$ cat src/rtl/uart_rx_frame_ctrl.sv
// UART receive frame controller: start detect, oversample tick generation, deserialize, parity/stop check.
// Optional saturating error counter enabled by defining UART_RX_ERR_CNT_EN.
module uart_rx_frame_ctrl #(
    parameter int DATA_WIDTH = 8
) (
    input  logic                  clk,
    input  logic                  rst,
    input  logic                  RX_IN,
    input  logic [5:0]            Prescale,
    input  logic                  PAR_EN,
    input  logic                  PAR_TYP,
    input  logic                  sampled_bit,
    output logic                  data_sample_en,
    output logic [4:0]            edge_count,
    output logic [DATA_WIDTH-1:0] P_DATA,
    output logic                  data_valid,
    output logic                  parity_error,
    output logic                  stop_error,
    output logic [7:0]            err_count
);
    localparam int BW = (DATA_WIDTH > 1) ? $clog2(DATA_WIDTH) : 1;
    localparam logic [BW-1:0] LAST_BIT = BW'(DATA_WIDTH - 1);

    typedef enum logic [2:0] {IDLE, START, DATA, PARITY, STOP} state_t;

    state_t                state;
    logic [5:0]            prescale_q;
    logic                  par_en_q;
    logic                  par_typ_q;
    logic [BW-1:0]         bit_cnt;
    logic [DATA_WIDTH-1:0] shift_q;
    logic                  par_flag;
    logic                  stop_flag;

    logic [5:0] ec_ext;
    logic       legal_in;
    logic       start_ok;
    logic       cap;
    logic       pre_last;
    logic       wrap;
    logic       par_bad;
    logic       stop_bad;

    assign ec_ext   = {1'b0, edge_count};
    assign legal_in = (Prescale == 6'd8) || (Prescale == 6'd16) || (Prescale == 6'd32);
    assign start_ok = !RX_IN && legal_in;
    // Voted bit is registered one tick after the last of the three votes around mid-bit.
    assign cap      = (ec_ext == (prescale_q >> 1) + 6'd2);
    assign pre_last = (ec_ext == prescale_q - 6'd2);
    assign wrap     = (ec_ext == prescale_q - 6'd1);
    assign par_bad  = sampled_bit != ((^shift_q) ^ par_typ_q);
    // At Prescale 8 the stop capture and the pulse decision fall on the same tick.
    assign stop_bad = stop_flag || (cap && !sampled_bit);

    always_ff @(posedge clk or negedge rst) begin
        if (!rst) begin
            state          <= IDLE;
            prescale_q     <= 6'd8;
            par_en_q       <= 1'b0;
            par_typ_q      <= 1'b0;
            bit_cnt        <= '0;
            shift_q        <= '0;
            par_flag       <= 1'b0;
            stop_flag      <= 1'b0;
            data_sample_en <= 1'b0;
            edge_count     <= '0;
            P_DATA         <= '0;
            data_valid     <= 1'b0;
            parity_error   <= 1'b0;
            stop_error     <= 1'b0;
        end else begin
            data_valid   <= 1'b0;
            parity_error <= 1'b0;
            stop_error   <= 1'b0;
            edge_count   <= (state == IDLE || wrap) ? 5'd0 : edge_count + 5'd1;
            case (state)
                IDLE: begin
                    if (start_ok) begin
                        state          <= START;
                        data_sample_en <= 1'b1;
                        prescale_q     <= Prescale;
                        par_en_q       <= PAR_EN;
                        par_typ_q      <= PAR_TYP;
                    end
                end
                START: begin
                    if (cap && sampled_bit) begin
                        state          <= IDLE;
                        data_sample_en <= 1'b0;
                        edge_count     <= '0;
                    end else if (wrap) begin
                        state   <= DATA;
                        bit_cnt <= '0;
                    end
                end
                DATA: begin
                    if (cap) shift_q[bit_cnt] <= sampled_bit;
                    if (wrap) begin
                        if (bit_cnt == LAST_BIT) state <= par_en_q ? PARITY : STOP;
                        else bit_cnt <= bit_cnt + 1'b1;
                    end
                end
                PARITY: begin
                    if (cap && par_bad) par_flag <= 1'b1;
                    if (wrap) state <= STOP;
                end
                STOP: begin
                    if (cap && !sampled_bit) stop_flag <= 1'b1;
                    if (pre_last) begin
                        parity_error <= par_flag;
                        stop_error   <= stop_bad;
                        if (!par_flag && !stop_bad) begin
                            P_DATA     <= shift_q;
                            data_valid <= 1'b1;
                        end
                    end
                    if (wrap) begin
                        par_flag  <= 1'b0;
                        stop_flag <= 1'b0;
                        // A start bit already on the line lets the next frame begin without an idle tick.
                        if (start_ok) begin
                            state      <= START;
                            prescale_q <= Prescale;
                            par_en_q   <= PAR_EN;
                            par_typ_q  <= PAR_TYP;
                        end else begin
                            state          <= IDLE;
                            data_sample_en <= 1'b0;
                        end
                    end
                end
                default: begin
                    state          <= IDLE;
                    data_sample_en <= 1'b0;
                end
            endcase
        end
    end

`ifdef UART_RX_ERR_CNT_EN
    always_ff @(posedge clk or negedge rst) begin
        if (!rst) begin
            err_count <= '0;
        end else if ((parity_error || stop_error) && err_count != 8'hFF) begin
            err_count <= err_count + 8'd1;
        end
    end
`else
    assign err_count = '0;
`endif

endmodule

$ cat config.mk
export PLATFORM = sky130hd
export DESIGN_NAME = uart_rx_frame_ctrl
export DESIGN_NICKNAME = d
export VERILOG_FILES = /design/src/rtl/uart_rx_frame_ctrl.sv
export SDC_FILE = /design/constraint.sdc
export NUM_CORES = 1
export LEC_CHECK = 0
export ABC_AREA = 1
export CAP_MARGIN = 40
export CORE_MARGIN = 2
export CORE_UTILIZATION = 45
export DETAILED_ROUTE_END_ITERATION = 8
export PLACE_DENSITY_LB_ADDON = 0.1
export REMOVE_ABC_BUFFERS = 1
export SYNTH_ARGS = -nofsm -noshare
export SYNTH_HDL_FRONTEND = slang
export SYNTH_SLANG_ARGS = --single-unit
$ cat constraint.sdc
create_clock -name clk -period 3.65 [get_ports clk]
set_input_delay 0.365 -clock clk [delete_from_list [all_inputs] [get_ports clk]]
set_output_delay 0.365 -clock clk [all_outputs]
set_load 0.005 [all_outputs]
### After elaboration in Yosys (flattened, before gate mapping)

Index checks and enable logic that the tools add are counted.
W data, S select, Z words.

| storage, ports and cells | value |
|---|---|
| register bits | 41 |
| input bits | 12 |

| operators by class | value |
|---|---|
| $add $sub $neg | 5 |
| reduce and logical (&&, ||, !) cells | 29 |
| eq/ne operators | 24 |
| order comparisons | 2 |
| muxes and demuxes | 47 |
| bitwise gates (word level) | 2 |

Operators by type and width:

| cell | number |
|---|---|
| $mux W3 | 12 |
| $ne A2 B2 Y1 const B | 11 |
| $mux W1 | 21 |
| $eq A5 B6 Y1 | 3 |
| $mux W5 | 3 |
| $pmux W3 S5 | 1 |
| $mux W6 | 2 |
| $pmux W6 S2 | 1 |
| $reduce_and A5 Y1 | 2 |
| $bwmux W8 | 1 |
| $reduce_bool A2 Y1 | 4 |
| $reduce_xor A8 Y1 | 1 |
| $add A5 B2 Y6 const B | 1 |
| $eq A3 B2 Y1 const B | 2 |
| $eq A3 B3 Y1 const B | 2 |
| $eq A6 B4 Y1 const B | 1 |
| $eq A6 B5 Y1 const B | 1 |
| $eq A6 B6 Y1 const B | 1 |
| $logic_and A1 B1 Y1 | 6 |
| $pmux W1 S2 | 3 |
| $pmux W3 S2 | 1 |
| $reduce_and A2 Y1 | 3 |
| $reduce_and A3 Y1 | 2 |
| $reduce_and A6 Y1 | 1 |
| other kinds (17) | 23 |

### Depth between registers and ports, before layout

Gate-level depths: netlist of run 1.

| depth | value |
|---|---|
| word-level depth | 9 |
| depth in mapped cells | 15 |
| depth with buffers taken out | 15 |

### Worst setup path before layout of run 1

Ideal clock, no wire load.

| timing path | value |
|---|---|
| path type | flip-flop to flip-flop |
| from | reg prescale_q[3] |
| to | reg P_DATA[0] |
| arrival time | 1.866 ns |
| setup time | 0.074 ns |
| stages on the path, launching flop included | 15 |
| setup slack | 1.710 ns |
| cell sequence | dfstp_2 -> inv_2 -> ha_1 -> inv_1 -> nand2_1 -> nand2_1 -> nand3_1 -> nor2_2 -> nand2_2 -> o21ai_2 -> inv_2 -> nand2_4 -> buf_6 -> nand2_1 -> o21ai_2 |

| between the ends | value |
|---|---|
| cells in the longest elaborated chain, start to end | 7 |
| elaborated cells on any way between the ends | 9 |

RTL lines:

| item | RTL line | text |
|---|---|---|
| start, declared | 27 | `logic [5:0] prescale_q;` |
| start signal, assigned | 81 | `prescale_q <= Prescale;` |
| start signal, assigned | 123 | `prescale_q <= Prescale;` |
| $add A5 B2 Y6 | 48 | `assign cap = (ec_ext == (prescale_q >> 1) + 6'd2);` |
| $eq A5 B6 Y1 | 48 |  |
| $logic_and A1 B1 Y1 | 53 | `assign stop_bad = stop_flag \|\| (cap && !sampled_bit);` |
| $logic_or A1 B1 Y1 | 53 |  |
| $logic_not A1 Y1 | 112 | `if (!par_flag && !stop_bad) begin` |
| $logic_and A1 B1 Y1 | 112 |  |
| $reduce_and A3 Y1 (no source line) (*) | - |  |
| end signal, assigned | 113 | `P_DATA <= shift_q;` |
| end, declared | 15 | `output logic [DATA_WIDTH-1:0] P_DATA,` |

Every way passes the cells marked *; elsewhere a longest branch is shown, timed or not.
A chain may end at the register's enable or synchronous reset.

### Worst setup path after layout of run 1

| timing path | value |
|---|---|
| from | reg prescale_q[2] |
| to | reg prescale_q[3] |

| between the ends | value |
|---|---|
| cells in the longest elaborated chain, start to end | 4 |

RTL lines:

| item | RTL line | text |
|---|---|---|
| $sub A6 B1 Y6 | 50 | `assign wrap = (ec_ext == prescale_q - 6'd1);` |
| $eq A5 B6 Y1 | 50 |  |
| $ne A2 B2 Y1 (no source line) | - |  |
| $reduce_and A2 Y1 (no source line) | - |  |

No other way between the ends.

==> results.tsv, run 1 <==
stage	metric	value	unit
finish	final net count	418	
floorplan	num ports	37	
global_route	initial antenna violation count	0	
synth	Distinct cells, synth	35	
clocking	H-tree depth	2	
routing	Vias/cell	4.736	
sta	pins over their slew limit	0	
setup_path	CP Data Required Time	3880	ps
finish	fill cell count	595	
clocking	cts repair resizes	0	
floorplan	Die Y-Extent	81.77	um
synth	dominant synthesized flop cell	dfrtp_1	
routing	DRC viols	0	
sta	Clock Skew	7.200	ps
finish	final core utilization	0.5323	
global_route	vias in the first global route	2076	
floorplan	die area	0.006686	sq mm
setup_path	Startpoint Class	flop	
placement	# port buffers	28	
sta	Max Clock Freq	0.4606	GHz
global_route	first-pass GRT wire length	9211	um
power_and_ir_drop	Worst IR Drop VDD	0.1130	mV
sta	final setup violation count	0	
placement	hpwl dp	4287	um
clocking	clk sinks	41	
global_route	largest net degree at the start of global routing	29	
sta	Setup TNS Final	0	ps
status	status	finished, final reports clean	
routing	initial drt markers	119	
sta	Min Hold Slack	488.7	ps
sta	Final Hold Viols	0	
finish	multi-input logic area	0.001443	sq mm
floorplan	die width	81.77	um
setup_path	worst reg2reg setup slack	1480	ps
run	max-capacitance violation count	0	
synth	FF+latch count, synth	41	
routing	ANT nets after route	0	
synth	Post-synth EDFFs	0	
power_and_ir_drop	Leak Pwr	0.001628	uW
synth	asr flop ratio synth	1.000	
sta	RSZ-0062 raised after global routing	false	
clocking	clock latency on the worst-skew pair	300	ps
hold_path	Hold Path Class	flop to flop	
placement	pre-CTS setup slack	1486	ps
clocking	CTS tree	done	
routing	Initial DRT Pass Iterations	4	
finish	register area	0.001027	sq mm
setup_path	CP Class	flop to flop	
synth	sequential fraction of the synthesis area	0.3775	
sta	Period Utilization, post-route	0.5949	
clocking	CTS root buf	clkbuf_8	
synth	Avg Inst Size Synth	7.435	sq um
setup_path	worst path arrival time	2400	ps
global_route	grt ovf	0	
global_route	Total GRT Usage	0.1792	
synth	Post-Synthesis Cells	366	
power_and_ir_drop	overall power	799.6	uW
power_and_ir_drop	P per Cell Area	255.2	mW/mm^2
routing	Avg WL per Cell	11.51	um
placement	GPL Wtd Cong	0.8348	
finish	layout cell share with drive strength beyond 1	0.1432	
finish	Area growth syn-to-layout	15.13	%
routing	DRT Wirelength	5445	um
sta	setup ws final	1479	ps
floorplan	Initial Util	0.4624	
clocking	Worst-path clk slew	90	ps
clocking	Max Root-Sink Buffers	2	
synth	Yosys Warn Count	0	
synth	Synth Cell Area	0.002721	sq mm
floorplan	core area	0.005886	sq mm
sta	post-route minimum period	2171	ps
clocking	CTS Buf Count	5	
setup_path	worst-path fanout max	13	
setup_path	CP endpoint kind	flop	
finish	Antenna diodes	0	
routing	via count	2240	
floorplan	# rows	28	
==> area by class of cell <==
| class | count | share of cell area |
|---|---|---|
| multi-input combinational | 272 | 0.4605 |
| timing repair buffer | 30 | 0.09744 |
| inverter | 47 | 0.05671 |
| clock buffer | 5 | 0.02196 |
| sequential | 41 | 0.3279 |
| tap | 75 | 0.02995 |
| clock inverter | 3 | 0.005591 |
==> state kept, by name (all words and copies together), names as in the netlist, 3 cells and up <==
signal / count
P_DATA: 8
shift_q: 8
prescale_q: 6
edge_count: 5
bit_cnt: 3
state: 3
==> report_power, final <==
part           total, uW  internal, uW  switching (uW)
sequential           457           455            1.16
combinational       45.2          18.9            26.2
clock                298           132             166
==> cells in the mapped netlist (2+ instances only) <==
| library cell | count | area, sq um |
|---|---|---|
| xor2_1 | 7 | 61.31 |
| nor3_1 | 2 | 10.01 |
| inv_2 | 12 | 45.04 |
| nand4_1 | 6 | 37.54 |
| a21oi_4 | 2 | 32.53 |
| a21oi_1 | 7 | 35.03 |
| inv_1 | 33 | 123.9 |
| nor3_2 | 2 | 20.02 |
| nor2_2 | 6 | 37.54 |
| ha_1 | 9 | 112.6 |
| buf_6 | 2 | 22.52 |
| buf_4 | 9 | 67.56 |
| nor2_1 | 27 | 101.4 |
| nand2_1 | 124 | 465.5 |
| o21ai_2 | 9 | 78.83 |
| nor2_4 | 3 | 33.78 |
| o21ai_1 | 12 | 60.06 |
| o21ai_0 | 4 | 20.02 |
| xnor2_1 | 3 | 26.28 |
| nand2_2 | 5 | 31.28 |
| buf_2 | 2 | 10.01 |
| nand3b_1 | 2 | 15.01 |
| dfrtp_1 | 40 | 1001 |
| nand3_1 | 25 | 125.1 |
| nand2_4 | 3 | 33.78 |
==> placed cells by master (no fill, tap or decap), types with 7 or more instances in the layout <==
cell               n
ha_1               9
dfrtp_1           40
conb_1             8
inv_1             33
nand2_1          124
clkdlybuf4s50_1   27
a21oi_1            7
nor2_1            27
o21ai_1           12
xor2_1             7
o21ai_2            9
inv_2             12
nand3_1           25
==> worst paths after layout <==
path | from | to | depth (start not counted)
min reg2reg | P_DATA[6] | P_DATA[6] | 2
max | prescale_q[2] | prescale_q[3] | 10
max in group asynchronous | rst | par_flag | 3
min in group asynchronous | rst | prescale_q[4] | 2
max reg2reg | prescale_q[2] | prescale_q[3] | 10
min | P_DATA[6] | P_DATA[6] | 2
==> kinds of logic after synthesis <==
family | count (synthesis) | synth area share
flops | 41 | 0.3775
xor+xnor | 11 | 0.03816
buf+inv | 60 | 0.1021
fa+ha+maj | 9 | 0.04138
simple gates | 208 | 0.3508
compound gates | 36 | 0.08874
other cells | 1 | 0.001378
==> repair_timing <==
item | in CTS | in global routing
buffers inserted | 0 | 0
hold buffers | 1 | 0
endpoints found under the hold margin | 12 | 0
endpoints found under the setup margin | 0 | 0
==> per-layer routing <==
layer / global-route usage / up-vias / routed length (um)
li1: - / 1187 / -
met1: 0.2455 / 1003 / 2778
met2: 0.2894 / 44 / 2406
met3: 0.03736 / 6 / 198
met4: 0.04500 / 0 / 62
met5: 0 / - / 0
==> stage by stage <==
| stage | cell area [sq um] | instances |
|---|---|---|
| finish | 3133 | 473 |
| global route | 3133 | 473 |
| CTS | 3133 | 473 |
| detailed placement | 3037 | 464 |
| global placement | 3017 | 463 |
| floorplan | 2648 | 360 |
==> worst max-delay path, stage by stage, from the launching register on <==
cell and delay [ps]:
dfrtp_1 470, inv_2 150, ha_1 220, inv_1 90, nor3_2 160, nand3_1 90
nand2_1 160, nand3_4 150, a21oi_4 410, nand2_1 100, o21ai_1 100
Note: power is estimated with default switching activity, not from simulation.
==> run 2, diff against run 1 <==
==> constraint.sdc (replaced) <==
create_clock -name clk -period 2.1 [get_ports clk]
set_input_delay 0.21 -clock clk [delete_from_list [all_inputs] [get_ports clk]]
set_output_delay 0.21 -clock clk [all_outputs]
set_load 0.005 [all_outputs]
==> results.tsv, run 2 (same netlist as run 1, synthesis figures left out) <==
stage	metric	value	unit	change
routing	Avg WL per Cell	12.07	um	+4.9%
clocking	Worst-path clk slew	90	ps	about the same
placement	GPL Wtd Cong	0.9088		+8.9%
sta	Max Clock Freq	0.4875	GHz	+5.8%
routing	ANT nets after route	0		unchanged
clocking	CTS tree	done		
setup_path	worst reg2reg setup slack	50	ps	-1430 ps
global_route	first-pass GRT wire length	9328	um	+1.3%
routing	DRT Wirelength	5904	um	+8.4%
clocking	H-tree depth	2		unchanged
clocking	Max Root-Sink Buffers	2		unchanged
finish	most common cell after layout, fill and taps aside	nand2_1		
setup_path	worst-path fanout max	5		-8
global_route	largest net degree at the start of global routing	18		-38%
clocking	CTS Buf Count	5		unchanged
setup_path	CP Data Required Time	2330	ps	-1550 ps
power_and_ir_drop	P per Cell Area	479.7	mW/mm^2	+88%
floorplan	die width	81.77	um	unchanged
sta	Clock Skew	10.35	ps	+3.148 ps
global_route	Total GRT Usage	0.1808		+0.001627
setup_path	Critical R2R Launch	prescale_q[3]		
routing	DRC viols	0		unchanged
placement	# port buffers	28		unchanged
hold_path	Hold Path Class	input pin to async pin		
power_and_ir_drop	Leak Pwr	0.001724	uW	+5.9%
placement	hpwl dp	4310	um	+0.55%
routing	Vias/cell	4.748		+0.27%
finish	final core utilization	0.5814		+0.04911
run	max-capacitance violation count	0		unchanged
floorplan	die area	0.006686	sq mm	unchanged
sta	post-route minimum period	2051	ps	-119.8 ps
floorplan	num ports	37		unchanged
setup_path	worst path arrival time	2280	ps	-120 ps
finish	Area growth syn-to-layout	25.75	%	
power_and_ir_drop	Worst IR Drop VDD	0.3628	mV	+220%
global_route	grt ovf	0		unchanged
finish	fill cell count	555		-6.7%
finish	final net count	434		+3.8%
floorplan	Initial Util	0.4624		unchanged
finish	Regs by FF count	P_DATA x8, shift_q x8, prescale_q x6		
sta	Period Utilization, post-route	0.9768		+0.3820
setup_path	Critical Path Sink	P_DATA[7]		
floorplan	Die Y-Extent	81.77	um	unchanged
placement	pre-CTS setup slack	28.64	ps	-1457 ps
sta	Final Hold Viols	0		unchanged
floorplan	core area	0.005886	sq mm	unchanged
status	status	finished, final reports clean		
global_route	vias in the first global route	2117		+2.0%
finish	Antenna diodes	0		unchanged
global_route	initial antenna violation count	0		unchanged
clocking	CTS root buf	clkbuf_8		
routing	via count	2322		+3.7%
routing	Initial DRT Pass Iterations	4		unchanged
setup_path	Startpoint Class	flop		
clocking	clock latency on the worst-skew pair	300	ps	about the same
sta	setup ws final	48.63	ps	-1430 ps
sta	pins over their slew limit	0		unchanged
sta	final setup violation count	0		unchanged
floorplan	# rows	28		unchanged
setup_path	Worst R2R End	P_DATA[7]		
finish	layout cell share with drive strength beyond 1	0.2174		+0.07418
sta	RSZ-0062 raised after global routing	true		
setup_path	critical path startpoint	prescale_q[3]		
setup_path	CP endpoint kind	flop		
setup_path	R2R depth	12		+2
routing	initial drt markers	114		-4.2%
finish	most frequent cells in the layout	nand2_1 (116), dfrtp_1 (40), inv_1 (32)		
clocking	clk sinks	41		unchanged
setup_path	CP Class	flop to flop		
run 2: final cells by class:
type                    instances  area (sq um)  share of cell area
repair buffers                 44         410.4              0.1199
flip-flops and latches         41          1027              0.3002
clock buffers                   5         68.82             0.02011
multi-input cells             274          1569              0.4585
clock inverters                 3         65.06             0.01901
inverters                      47         187.7             0.05484
well taps                      75         93.84             0.02742
run 2: how the worst min path moves through the flow:
stage | cells after the start | slack, ps | to | start
3_3_place_gp | 1 | 130 | prescale_q[4] | rst
6_report | 2 | 340 | P_DATA[0] | rst
3_5_place_dp | 1 | 130 | prescale_q[4] | rst
5_1_grt | 2 | 370 | P_DATA[0] | rst
4_1_cts | 2 | 350 | P_DATA[0] | rst
2_1_floorplan | 0 | -90 | P_DATA[0] | rst
run 2: metrics by stage:
stage / std cells / power (uW) / area (sq um) / hold slack (ps) / setup TNS [ps]
6_report: 489 / 1641 / 3422 / 342.1 / 0
5_1_grt: 489 / 1692 / 3422 / 371.8 / -284.6
4_1_cts: 479 / 1649 / 3226 / 348.7 / 0
3_5_place_dp: 470 / 888.0 / 3082 / 134.1 / 0
3_3_place_gp: 470 / 887.1 / 3082 / 130.6 / 0
2_1_floorplan: 360 / 837.9 / 2648 / -85.59 / 0
run 2: what timing repair did:
item	in CTS	in global routing
endpoints found under the setup margin	0	31
buffers inserted	0	8
gates resized for setup	0	29
hold buffers	1	0
hold endpoints to repair	13	0
run 2: power breakdown:
part / internal (uW) / total, uW / switching [uW] / leakage, uW
sequential: 792 / 794 / 2.09 / 0.000470
clock: 473 / 768 / 295 / 0.0000681
combinational: 32.9 / 79.8 / 46.9 / 0.00119
total: 1300 / 1640 / 344 / 0.00172
run 2: metal layers:
metal,global-route usage,vias up,wire length (um)
met3,0.03297,6,238
met1,0.2490,1038,2811
met5,0,-,0
met2,0.2967,52,2802
li1,-,1226,-
met4,0.04000,0,51
run 2: worst max-delay path: stages (launching register included):
cell      delay, ps
dfstp_2         590
inv_4            60
ha_4            260
nand2_1          40
nand2_1          80
nand3_2          90
nor2_4          160
nand2_4         100
o21ai_4         190
clkinv_4        140
nand2_8         120
nand2_1          70
o21ai_2          60
==> run 3, diff against run 2 <==
--- a/config.mk
+++ b/config.mk
@@ -7,6 +7,7 @@
 export LEC_CHECK = 0
 export ABC_AREA = 1
 export CAP_MARGIN = 40
+export CORE_ASPECT_RATIO = 0.6
 export CORE_MARGIN = 2
 export CORE_UTILIZATION = 45
 export DETAILED_ROUTE_END_ITERATION = 8
==> results.tsv, run 3 (same netlist as run 1, synthesis figures left out) <==
stage	metric	value	unit	change
status	status	finished, final reports clean		
sta	post-route minimum period	1951	ps	-100.3 ps
floorplan	die area	0.006706	sq mm	+0.30%
routing	DRT Wirelength	5965	um	+1.0%
power_and_ir_drop	Leak Pwr	0.001684	uW	-2.3%
sta	Max Clock Freq	0.5126	GHz	+5.1%
sta	pins over their slew limit	0		unchanged
placement	hpwl dp	4660	um	+8.1%
routing	Vias/cell	4.881		+2.8%
clocking	CTS root buf	clkbuf_8		
setup_path	Startpoint Class	flop		
floorplan	# rows	21		-25%
run	max-capacitance violation count	0		unchanged
power_and_ir_drop	Worst IR Drop VDD	0.2580	mV	-29%
hold_path	Hold Path Class	input pin to async pin		
setup_path	worst path arrival time	2130	ps	-150 ps
sta	Clock Skew	6.883	ps	-3.465 ps
power_and_ir_drop	P_int	1085	uW	-16%
routing	ANT nets after route	0		unchanged
placement	DP Area	0.003103	sq mm	+0.69%
floorplan	num ports	37		unchanged
clocking	CTS Buf Count	5		unchanged
setup_path	CP Class	flop to flop		
clocking	Worst-path clk slew	80	ps	about the same
routing	DRC viols	0		unchanged
power_and_ir_drop	net switching power	311.4	uW	-9.6%
setup_path	CP endpoint kind	flop		
sta	Setup TNS Final	0	ps	unchanged
floorplan	Initial Util	0.4773		+0.01492
finish	most common cell after layout, fill and taps aside	nand2_1		
finish	final net count	428		-1.4%
routing	Metal-1 WL	3179	um	+13%
finish	Area growth syn-to-layout	21.84	%	
clocking	clk sinks	41		unchanged
setup_path	R2R depth	13		+1
global_route	grt ovf	0		unchanged
setup_path	worst-path fanout max	17		+12
power_and_ir_drop	Clock power frac	0.376		-0.092
routing	initial drt markers	132		+16%
clocking	CTS tree	done		
placement	# port buffers	28		unchanged
finish	fill cell count	550		-0.90%
placement	GPL Wtd Cong	0.8864		-2.5%
routing	Avg WL per Cell	12.25	um	+1.4%
setup_path	Critical R2R Launch	prescale_q[3]		
finish	Antenna diodes	0		unchanged
global_route	Total GRT Usage	0.1918		+0.01090
global_route	initial antenna violation count	0		unchanged
clocking	Max Root-Sink Buffers	2		unchanged
floorplan	core area	0.005702	sq mm	-3.1%
routing	routed length on met3	541	um	+130%
power_and_ir_drop	Logic pwr share	0.055		+0.006
routing	Initial DRT Pass Iterations	6		+2
clocking	clock latency on the worst-skew pair	290	ps	about the same
floorplan	Die Y-Extent	64.24	um	-21%
routing	routed wl met2	2216	um	-21%
power_and_ir_drop	P per Cell Area	421.0	mW/mm^2	-12%
global_route	largest net degree at the start of global routing	18		unchanged
power_and_ir_drop	Sw Ratio	0.2230		+0.01329
finish	most frequent cells in the layout	nand2_1 (116), dfrtp_1 (40), inv_1 (33)		
setup_path	worst reg2reg setup slack	150	ps	+100 ps
clocking	H-tree depth	2		unchanged
routing	via count	2377		+2.4%
finish	post-route cell area	0.003316	sq mm	-3.1%
sta	final setup violation count	0		unchanged
finish	layout cell share with drive strength beyond 1	0.1966		-0.02083
setup_path	CP Data Required Time	2280	ps	-50 ps
global_route	vias in the first global route	2131		+0.66%
finish	final core utilization	0.5815		about the same
power_and_ir_drop	sequential share of power	0.569		+0.085
finish	Regs by FF count	P_DATA x8, shift_q x8, prescale_q x6		
sta	Period Utilization, post-route	0.9291		-0.04778
sta	Final Hold Viols	0		unchanged
floorplan	die width	104.4	um	+28%
setup_path	Worst R2R End	P_DATA[5]		
global_route	first-pass GRT wire length	10250	um	+9.9%
routing	top layer in use	met4		
## run 3: cell type report
cell class | instances | area [sq um] | area share
sequential | 41 | 1027 | 0.3098
multi-input combinational | 272 | 1539 | 0.4642
clock buffer | 7 | 86.33 | 0.02604
tap | 80 | 100.1 | 0.03019
inverter | 47 | 182.7 | 0.05509
timing repair buffer | 40 | 380.4 | 0.1147
## run 3: routing by layer
metal	up-vias	GRT usage
met5	-	0
met4	0	0.04054
met3	5	0.04286
met2	94	0.2541
met1	1066	0.3090
li1	1212	-
## run 3: worst max-delay path by stage
| stage | endpoint | startpoint |
|---|---|---|
| 3_5_place_dp | P_DATA[6] | prescale_q[3] |
| 5_1_grt | shift_q[5] | prescale_q[3] |
| 2_1_floorplan | P_DATA[0] | prescale_q[3] |
| 3_3_place_gp | P_DATA[1] | prescale_q[3] |
| 6_report | P_DATA[5] | prescale_q[3] |
| 4_1_cts | P_DATA[6] | prescale_q[3] |
## run 3: what timing repair did
action,CTS,global route
gates resized for setup,0,23
setup endpoints to repair,0,34
endpoints found under the hold margin,11,0
hold buffers,1,0
buffers inserted,0,2
## run 3: stage by stage
step	power, uW	hold slack, ps	std cells	setup WS (ps)
2_1_floorplan	837.9	-85.59	360	207.4
4_1_cts	1416	329.4	485	54.08
6_report	1396	330.1	487	149.0
5_1_grt	1464	344.9	487	-24.36
3_3_place_gp	885.8	107.1	477	110.0
3_5_place_dp	886.1	105.9	477	86.02
## run 3: power by group through the flow
stage / logic [uW] / registers (uW) / clock network (uW)
global route: 87.4 / 794 / 583
floorplan: 28.5 / 809 / 0
global placement: 76.3 / 809 / 0
CTS: 78.5 / 794 / 544
finish: 76.9 / 794 / 525
detailed placement: 76.5 / 810 / 0
## run 3: worst max-delay path, stage by stage (launching register included)
cell and delay, ps:
dfstp_2 570, buf_4 130, buf_4 130, nand3_1 110, nand2_1 90, nand3_1 80
nand2_1 100, inv_2 60, nand2_4 110, o21ai_2 60, inv_2 130, nand2_8 120
nand2_1 90, o21ai_2 50
